<file path="config.mk">
export PLATFORM = sky130hd
export DESIGN_NAME = mf_clken_gen_flat
export DESIGN_NICKNAME = d
export VERILOG_FILES = /design/src/rtl/mf_clken_gen_if.sv /design/src/rtl/mf_clken_gen.sv /design/src/flat_wrapper.sv
export SDC_FILE = /design/constraint.sdc
export NUM_CORES = 1
export LEC_CHECK = 0
export ABC_AREA = 1
export CAP_MARGIN = 10
export CORE_MARGIN = 3
export CORE_UTILIZATION = 35
export DETAILED_ROUTE_END_ITERATION = 8
export MAX_ROUTING_LAYER = met4
export PLACE_DENSITY = 0.58
export SLEW_MARGIN = 25
export SYNTH_ARGS = -nofsm -noshare
export SYNTH_HDL_FRONTEND = slang
export SYNTH_SLANG_ARGS = --single-unit
</file>
<file path="constraint.sdc">
create_clock -name clk_sys -period 4.4 [get_ports clk_sys]
set_clock_uncertainty 0.05 [all_clocks]
set_input_delay 0.44 -clock clk_sys [delete_from_list [all_inputs] [get_ports clk_sys]]
set_output_delay 0.44 -clock clk_sys [all_outputs]
set_load 0.03 [all_outputs]
</file>
<file path="src/rtl/mf_clken_gen_if.sv">
// Configuration bundle for mf_clken_gen: shadow writes and the commit that
// transfers all shadows to the active rate/phase registers together.
interface mf_clken_gen_if #(
  parameter int CHANNELS = 4,
  parameter int ACC_W    = 32
) ();
  localparam int CH_W = (CHANNELS > 1) ? $clog2(CHANNELS) : 1;

  logic             cfg_valid;
  logic             cfg_ready;
  logic             cfg_commit;
  logic [CH_W-1:0]  cfg_ch;
  logic [ACC_W-1:0] cfg_inc;
  logic [ACC_W-1:0] cfg_phase;

  modport master (
    output cfg_valid, cfg_commit, cfg_ch, cfg_inc, cfg_phase,
    input  cfg_ready
  );

  modport slave (
    input  cfg_valid, cfg_commit, cfg_ch, cfg_inc, cfg_phase,
    output cfg_ready
  );
endinterface

</file>
<file path="src/rtl/mf_clken_gen.sv">
// Fractional clock-enable generator behind a PLL: per-channel phase
// accumulators produce single-cycle strobes once the PLL lock has settled.
module mf_clken_gen #(
  parameter int CHANNELS      = 4,
  parameter int ACC_W         = 32,
  parameter int LOCK_SYNC     = 2,
  parameter int SETTLE_CYCLES = 1024
) (
  input  logic                clk_sys,
  input  logic                reset_n,
  input  logic                pll_locked_i,
  mf_clken_gen_if.slave       cfg,
  output logic                run_o,
  output logic [CHANNELS-1:0] clken_o
);

  localparam int CH_W  = (CHANNELS > 1) ? $clog2(CHANNELS) : 1;
  localparam int CNT_W = (SETTLE_CYCLES > 1) ? $clog2(SETTLE_CYCLES) : 1;
  localparam logic [CNT_W-1:0] SETTLE_LAST = CNT_W'(SETTLE_CYCLES - 1);

  typedef enum logic [1:0] {ST_WAIT, ST_SETTLE, ST_RUN} state_e;

  state_e               state_q;
  logic [LOCK_SYNC-1:0] lockSync_q;
  logic [CNT_W-1:0]     settleCnt_q;
  logic                 run_q;
  logic                 cfgReady_q;
  logic [CHANNELS-1:0]  clken_q;

  logic [ACC_W-1:0] shadowInc_q   [CHANNELS];
  logic [ACC_W-1:0] shadowPhase_q [CHANNELS];
  logic [ACC_W-1:0] activeInc_q   [CHANNELS];
  logic [ACC_W-1:0] activePhase_q [CHANNELS];
  logic [ACC_W-1:0] acc_q         [CHANNELS];
  logic [ACC_W:0]   sum_d         [CHANNELS];

  logic lockOk;
  logic xfer;
  logic commitXfer;
  logic writeXfer;
  logic advance;

  assign lockOk     = lockSync_q[LOCK_SYNC-1];
  assign xfer       = cfg.cfg_valid && cfgReady_q;
  assign commitXfer = xfer && cfg.cfg_commit;
  assign writeXfer  = xfer && !cfg.cfg_commit;
  assign advance    = (state_q == ST_RUN) && lockOk;

  assign run_o         = run_q;
  assign clken_o       = clken_q;
  assign cfg.cfg_ready = cfgReady_q;

  always_comb begin
    for (int i = 0; i < CHANNELS; i++) begin
      sum_d[i] = {1'b0, acc_q[i]} + {1'b0, activeInc_q[i]};
    end
  end

  // A synchronised lock loss overrides every state and clears the settle count.
  always_ff @(posedge clk_sys or negedge reset_n) begin
    if (!reset_n) begin
      state_q     <= ST_WAIT;
      lockSync_q  <= '0;
      settleCnt_q <= '0;
      run_q       <= 1'b0;
      cfgReady_q  <= 1'b1;
    end else begin
      lockSync_q <= {lockSync_q[LOCK_SYNC-2:0], pll_locked_i};
      cfgReady_q <= !commitXfer;
      if (!lockOk) begin
        state_q     <= ST_WAIT;
        settleCnt_q <= '0;
        run_q       <= 1'b0;
      end else begin
        case (state_q)
          ST_WAIT: begin
            state_q     <= ST_SETTLE;
            settleCnt_q <= '0;
          end
          ST_SETTLE: begin
            if (settleCnt_q == SETTLE_LAST) begin
              state_q     <= ST_RUN;
              settleCnt_q <= '0;
              run_q       <= 1'b1;
            end else begin
              settleCnt_q <= settleCnt_q + 1'b1;
            end
          end
          ST_RUN:  run_q <= 1'b1;
          default: state_q <= ST_WAIT;
        endcase
      end
    end
  end

  // Outside RUN the accumulators sit at the active phase so generation
  // restarts from it; a commit wins over both accumulate and reload.
  always_ff @(posedge clk_sys or negedge reset_n) begin
    if (!reset_n) begin
      clken_q <= '0;
      for (int i = 0; i < CHANNELS; i++) begin
        shadowInc_q[i]   <= '0;
        shadowPhase_q[i] <= '0;
        activeInc_q[i]   <= '0;
        activePhase_q[i] <= '0;
        acc_q[i]         <= '0;
      end
    end else begin
      clken_q <= '0;
      for (int i = 0; i < CHANNELS; i++) begin
        if (writeXfer && (cfg.cfg_ch == CH_W'(i))) begin
          shadowInc_q[i]   <= cfg.cfg_inc;
          shadowPhase_q[i] <= cfg.cfg_phase;
        end
        if (commitXfer) begin
          activeInc_q[i]   <= shadowInc_q[i];
          activePhase_q[i] <= shadowPhase_q[i];
          acc_q[i]         <= shadowPhase_q[i];
        end else if (advance) begin
          acc_q[i]   <= sum_d[i][ACC_W-1:0];
          clken_q[i] <= sum_d[i][ACC_W];
        end else begin
          acc_q[i] <= activePhase_q[i];
        end
      end
    end
  end

endmodule

</file>
<file path="src/flat_wrapper.sv">
// flat-port wrapper written by rule: the top's interface ports become plain ports
module mf_clken_gen_flat 
#(
  parameter int CHANNELS      = 4,
  parameter int ACC_W         = 32,
  parameter int LOCK_SYNC     = 2,
  parameter int SETTLE_CYCLES = 1024
)
  (clk_sys, reset_n, pll_locked_i, run_o, clken_o, cfg_cfg_valid, cfg_cfg_commit, cfg_cfg_ch, cfg_cfg_inc, cfg_cfg_phase, cfg_cfg_ready);
  mf_clken_gen_if #(.CHANNELS(CHANNELS), .ACC_W(ACC_W)) cfg_i ();
  input  logic clk_sys;
  input  logic reset_n;
  input  logic pll_locked_i;
  output logic run_o;
  output logic [CHANNELS-1:0] clken_o;
  input wire logic [$bits(cfg_i.cfg_valid)-1:0] cfg_cfg_valid;
  input wire logic [$bits(cfg_i.cfg_commit)-1:0] cfg_cfg_commit;
  input wire logic [$bits(cfg_i.cfg_ch)-1:0] cfg_cfg_ch;
  input wire logic [$bits(cfg_i.cfg_inc)-1:0] cfg_cfg_inc;
  input wire logic [$bits(cfg_i.cfg_phase)-1:0] cfg_cfg_phase;
  output wire logic [$bits(cfg_i.cfg_ready)-1:0] cfg_cfg_ready;
  assign cfg_i.cfg_valid = cfg_cfg_valid;
  assign cfg_i.cfg_commit = cfg_cfg_commit;
  assign cfg_i.cfg_ch = cfg_cfg_ch;
  assign cfg_i.cfg_inc = cfg_cfg_inc;
  assign cfg_i.cfg_phase = cfg_cfg_phase;
  assign cfg_cfg_ready = cfg_i.cfg_ready;
  mf_clken_gen #(.CHANNELS(CHANNELS), .ACC_W(ACC_W), .LOCK_SYNC(LOCK_SYNC), .SETTLE_CYCLES(SETTLE_CYCLES)) u_core (.clk_sys(clk_sys), .reset_n(reset_n), .pll_locked_i(pll_locked_i), .cfg(cfg_i), .run_o(run_o), .clken_o(clken_o));
endmodule
</file>
==> results.toml <==
[synth]
synthCells = 4700
synth_area_leader_cell = "dfrtp_1"
yosysWarnings = 0
syn_avg_cell_area_um2 = 7.362
synth.area.top_cells = "dfrtp_1 (48%), nand2_1 (22%), inv_1 (6.8%)"
ys_ff_latch = 660
synth.net_count = 4908
syn_area_um2 = 34600
synth_top_area_share = 0.4766
synthDistinctLibCells = 39
synth-seq-area-share = 0.4774

[worst_setup_path]
r2r_start = "u_core.cfg.cfg_ready$_DFF_PN1_"
cp.arrival_ps = 3280
worstPathRequired_ps = 4830
r2r_end = "u_core.shadowInc_q[58]$_DFFE_PN0P_"
reg2regPathDepth = 6
setup.worst_path.end = "u_core.shadowInc_q[58]$_DFFE_PN0P_"
cp_max_fo = 68
cpMostUsedCell = "nand2_1"
cp-start-kind = "flip-flop"
cp_slowest_cell = "nand3_4"
cpPeakStageDelay_ps = 710
worstSetupPathType = "flip-flop to flip-flop"
rrSetupSlack_ps = 1560
crit_start = "u_core.cfg.cfg_ready$_DFF_PN1_"
cp-end-kind = "flip-flop"
crit_chain = "nand2_1, nor2_1, nand3_4, buf_12, nand2_1, o21ai_0"

[detailed_routing]
drt-total-wl_mm = 99.00
drcViolationCount = 0
vias = 28665
drt-pass1-iter-count = 5
detail-route-antenna-nets = 0
drtIter0Drc = 2018
wl_per_cell_um = 16.31
via_per_inst = 4.723

[clock_tree]
clk_latency_ps = 630
clk_pin_slew_ps = 60
cts_tree = "yes"
cts_buffer_depth = 3
htree_levels = 3
cts.repair.resized = 0
clock_sinks = 660
numCtsBuffers = 76
cts_root_buf = "clkbuf_16"

[die]
io_pins = 77
dieWidth_um = 320.4
core_um2 = 97420
rows = 114
dieHeight_um = 320.4
die-area_um2 = 102700
initial_core_util = 0.3552

[placement]
place_hpwl_mm = 70.72
io_buffers = 76
dp_cells = 5937
place_ws_ps = 1156
gp_congestion = 0.9579
place_area_um2 = 36740

[global_routing]
antenna_found_initial = 9
overflow = 0
grtUsageTotal = 0.1993
grt_pass1_vias = 28121
grt_pass1_wl_mm = 156.4
grt_max_degree = 125

[sta]
hold_viol_final = 0
post-route-period-util = 0.6464
setup_viol = 0
setup_ws_ps = 1556
relSlewSlack = 0.3946
layout_min_cycle_time_ps = 2844
worst_pin_slew_ps = 904.8
setup-tns-final_ps = 0
timing.fmax_ghz = 0.3516
final_max_slew_viol_count = 0
rsz0062_at_grt = "false"

[pwr]
leakagePower_nw = 22.12
p_total_mw = 21.03
irDropWorstVdd_v = 0.0002616
p_per_area_nw_per_um2 = 535.4

[final_layout]
nets = 4948
finalNonFillerCells = 6069
design_area_um2 = 39280
layout-drive-gt1-share = 0.04530
area_delta_synth_final_pct = 13.52
fillers = 10065

[job]
drv_cap = 0

[status]
outcome = "completed"

[worst_hold_path]
hold_path.class = "input pin to flip-flop"
-- cell usage after synthesis (all sizes together) --
cell type / number
nand4: 6
and2: 11
nor4: 1
inv: 631
dfrtp: 659
nand3b: 8
nand2: 2084
o211ai: 1
a31oi: 1
xnor2: 2
a21oi: 75
o21bai: 9
a32oi: 1
mux2i: 1
a21o: 5
buf: 72
clkinv: 1
clkbuf: 75
dfstp: 1
nor3: 18
xor2: 54
o21ai: 459
fa: 4
ha: 133
nand3: 182
nor2: 206
-- registers in the layout, indices dropped and copies added, names as in the netlist --
signal,flops
u_core.state_q,2
u_core.activeInc_q,128
u_core.shadowPhase_q,128
u_core.shadowInc_q,128
u_core.activePhase_q,128
u_core.clken_o,4
u_core.acc_q,128
u_core.run_o,1
u_core.settleCnt_q,10
u_core.cfg.cfg_ready,1
u_core.lockSync_q,2
-- where the power goes --
| group | switching (mW) | internal, mW | total (mW) |
|---|---|---|---|
| Clock | 2.61 | 3.87 | 6.49 |
| Combinational | 4.14 | 2.19 | 6.33 |
| Sequential | 0.721 | 7.49 | 8.21 |
-- worst min-delay path by stage --
stage	start	to	slack, ps	depth (start not counted)
floorplan	reset_n	u_core.acc_q[0]$_DFF_PN0_	90	0
global placement	u_core.lockSync_q[0]$_DFF_PN0_	u_core.lockSync_q[1]$_DFF_PN0_	280	0
detailed placement	u_core.lockSync_q[0]$_DFF_PN0_	u_core.lockSync_q[1]$_DFF_PN0_	290	0
CTS	pll_locked_i	u_core.lockSync_q[0]$_DFF_PN0_	180	1
global route	pll_locked_i	u_core.lockSync_q[0]$_DFF_PN0_	220	1
finish	pll_locked_i	u_core.lockSync_q[0]$_DFF_PN0_	210	1
-- cell families (layout without fill, tap and decap cells) --
group | Yosys count | count (layout) | share of synthesized area
AOI/OAI and AO/OA | 551 | 551 | 0.08115
xor gates and xnor gates | 56 | 56 | 0.01418
adders and majority gates | 137 | 137 | 0.05041
buffers and inverters | 779 | 869 | 0.08856
DFF | 660 | 660 | 0.4774
muxes | 1 | 1 | 0.0002893
other | 0 | 3 | 0
and+or+nand+nor | 2516 | 2516 | 0.2880
-- layout by cell type (no fill, tap or decap), drive strengths merged --
master         count
a21oi             75
nor2             206
nand3            182
ha               133
clkinvlp           7
diode              3
nand4              6
a31oi              1
dfstp              1
fa                 4
nor4               1
bufinv             8
dfrtp            659
a32oi              1
xnor2              2
dlygate4sd3        1
xor2              54
nand3b             8
clkbuf           100
nand2           2084
a21o               5
o211ai             1
o21bai             9
o21ai            459
and2              11
nor3              18
buf               33
inv              634
clkinv            11
mux2i              1
clkdlybuf4s50     75
-- worst max-delay path, delay by kind of cell (launching register included) --
| kind | cells | cell delay [ps] |
|---|---|---|
| AOI/OAI and AO/OA | 1 | 70 |
| DFF | 1 | 560 |
| and+or+nand+nor | 4 | 1550 |
| buffers and inverters | 1 | 440 |
-- layout make-up --
cell class                      count  area [µm²]  area share
Inverter                          632        2379     0.06056
Timing Repair Buffer              109        1182     0.03010
Tap cell                         1276        1597     0.04065
Clock buffer                      100        2132     0.05428
Clock inverter                     28       386.6    0.009844
Antenna cell                        3       7.507   0.0001911
Multi-Input combinational cell   3261       15080      0.3838
Sequential cell                   660       16520      0.4205
-- layer usage --
| layer | GRT usage | share of wire |
|---|---|---|
| met1 | 0.2675 | 0.47 |
| met2 | 0.3205 | 0.46 |
| met3 | 0.02164 | 0.045 |
| met4 | 0.05694 | 0.025 |
| met5 | - | 0 |
-- timing repair --
| action | in CTS | in global routing |
|---|---|---|
| setup buffers | 0 | 0 |
| hold buffers | 1 | 0 |
| setup endpoints to repair | 0 | 0 |
| hold endpoints to repair | 72 | 0 |
-- stage by stage --
step	utilization	hold slack (ps)
after floorplan	-	94.41
final	0.4032	210.1
after global routing	0.4031	223.3
after global placement	0.3771	282.9
after CTS	0.4030	179.3
after detailed placement	0.3771	286.4
Note: power is estimated with default switching activity, not from simulation.
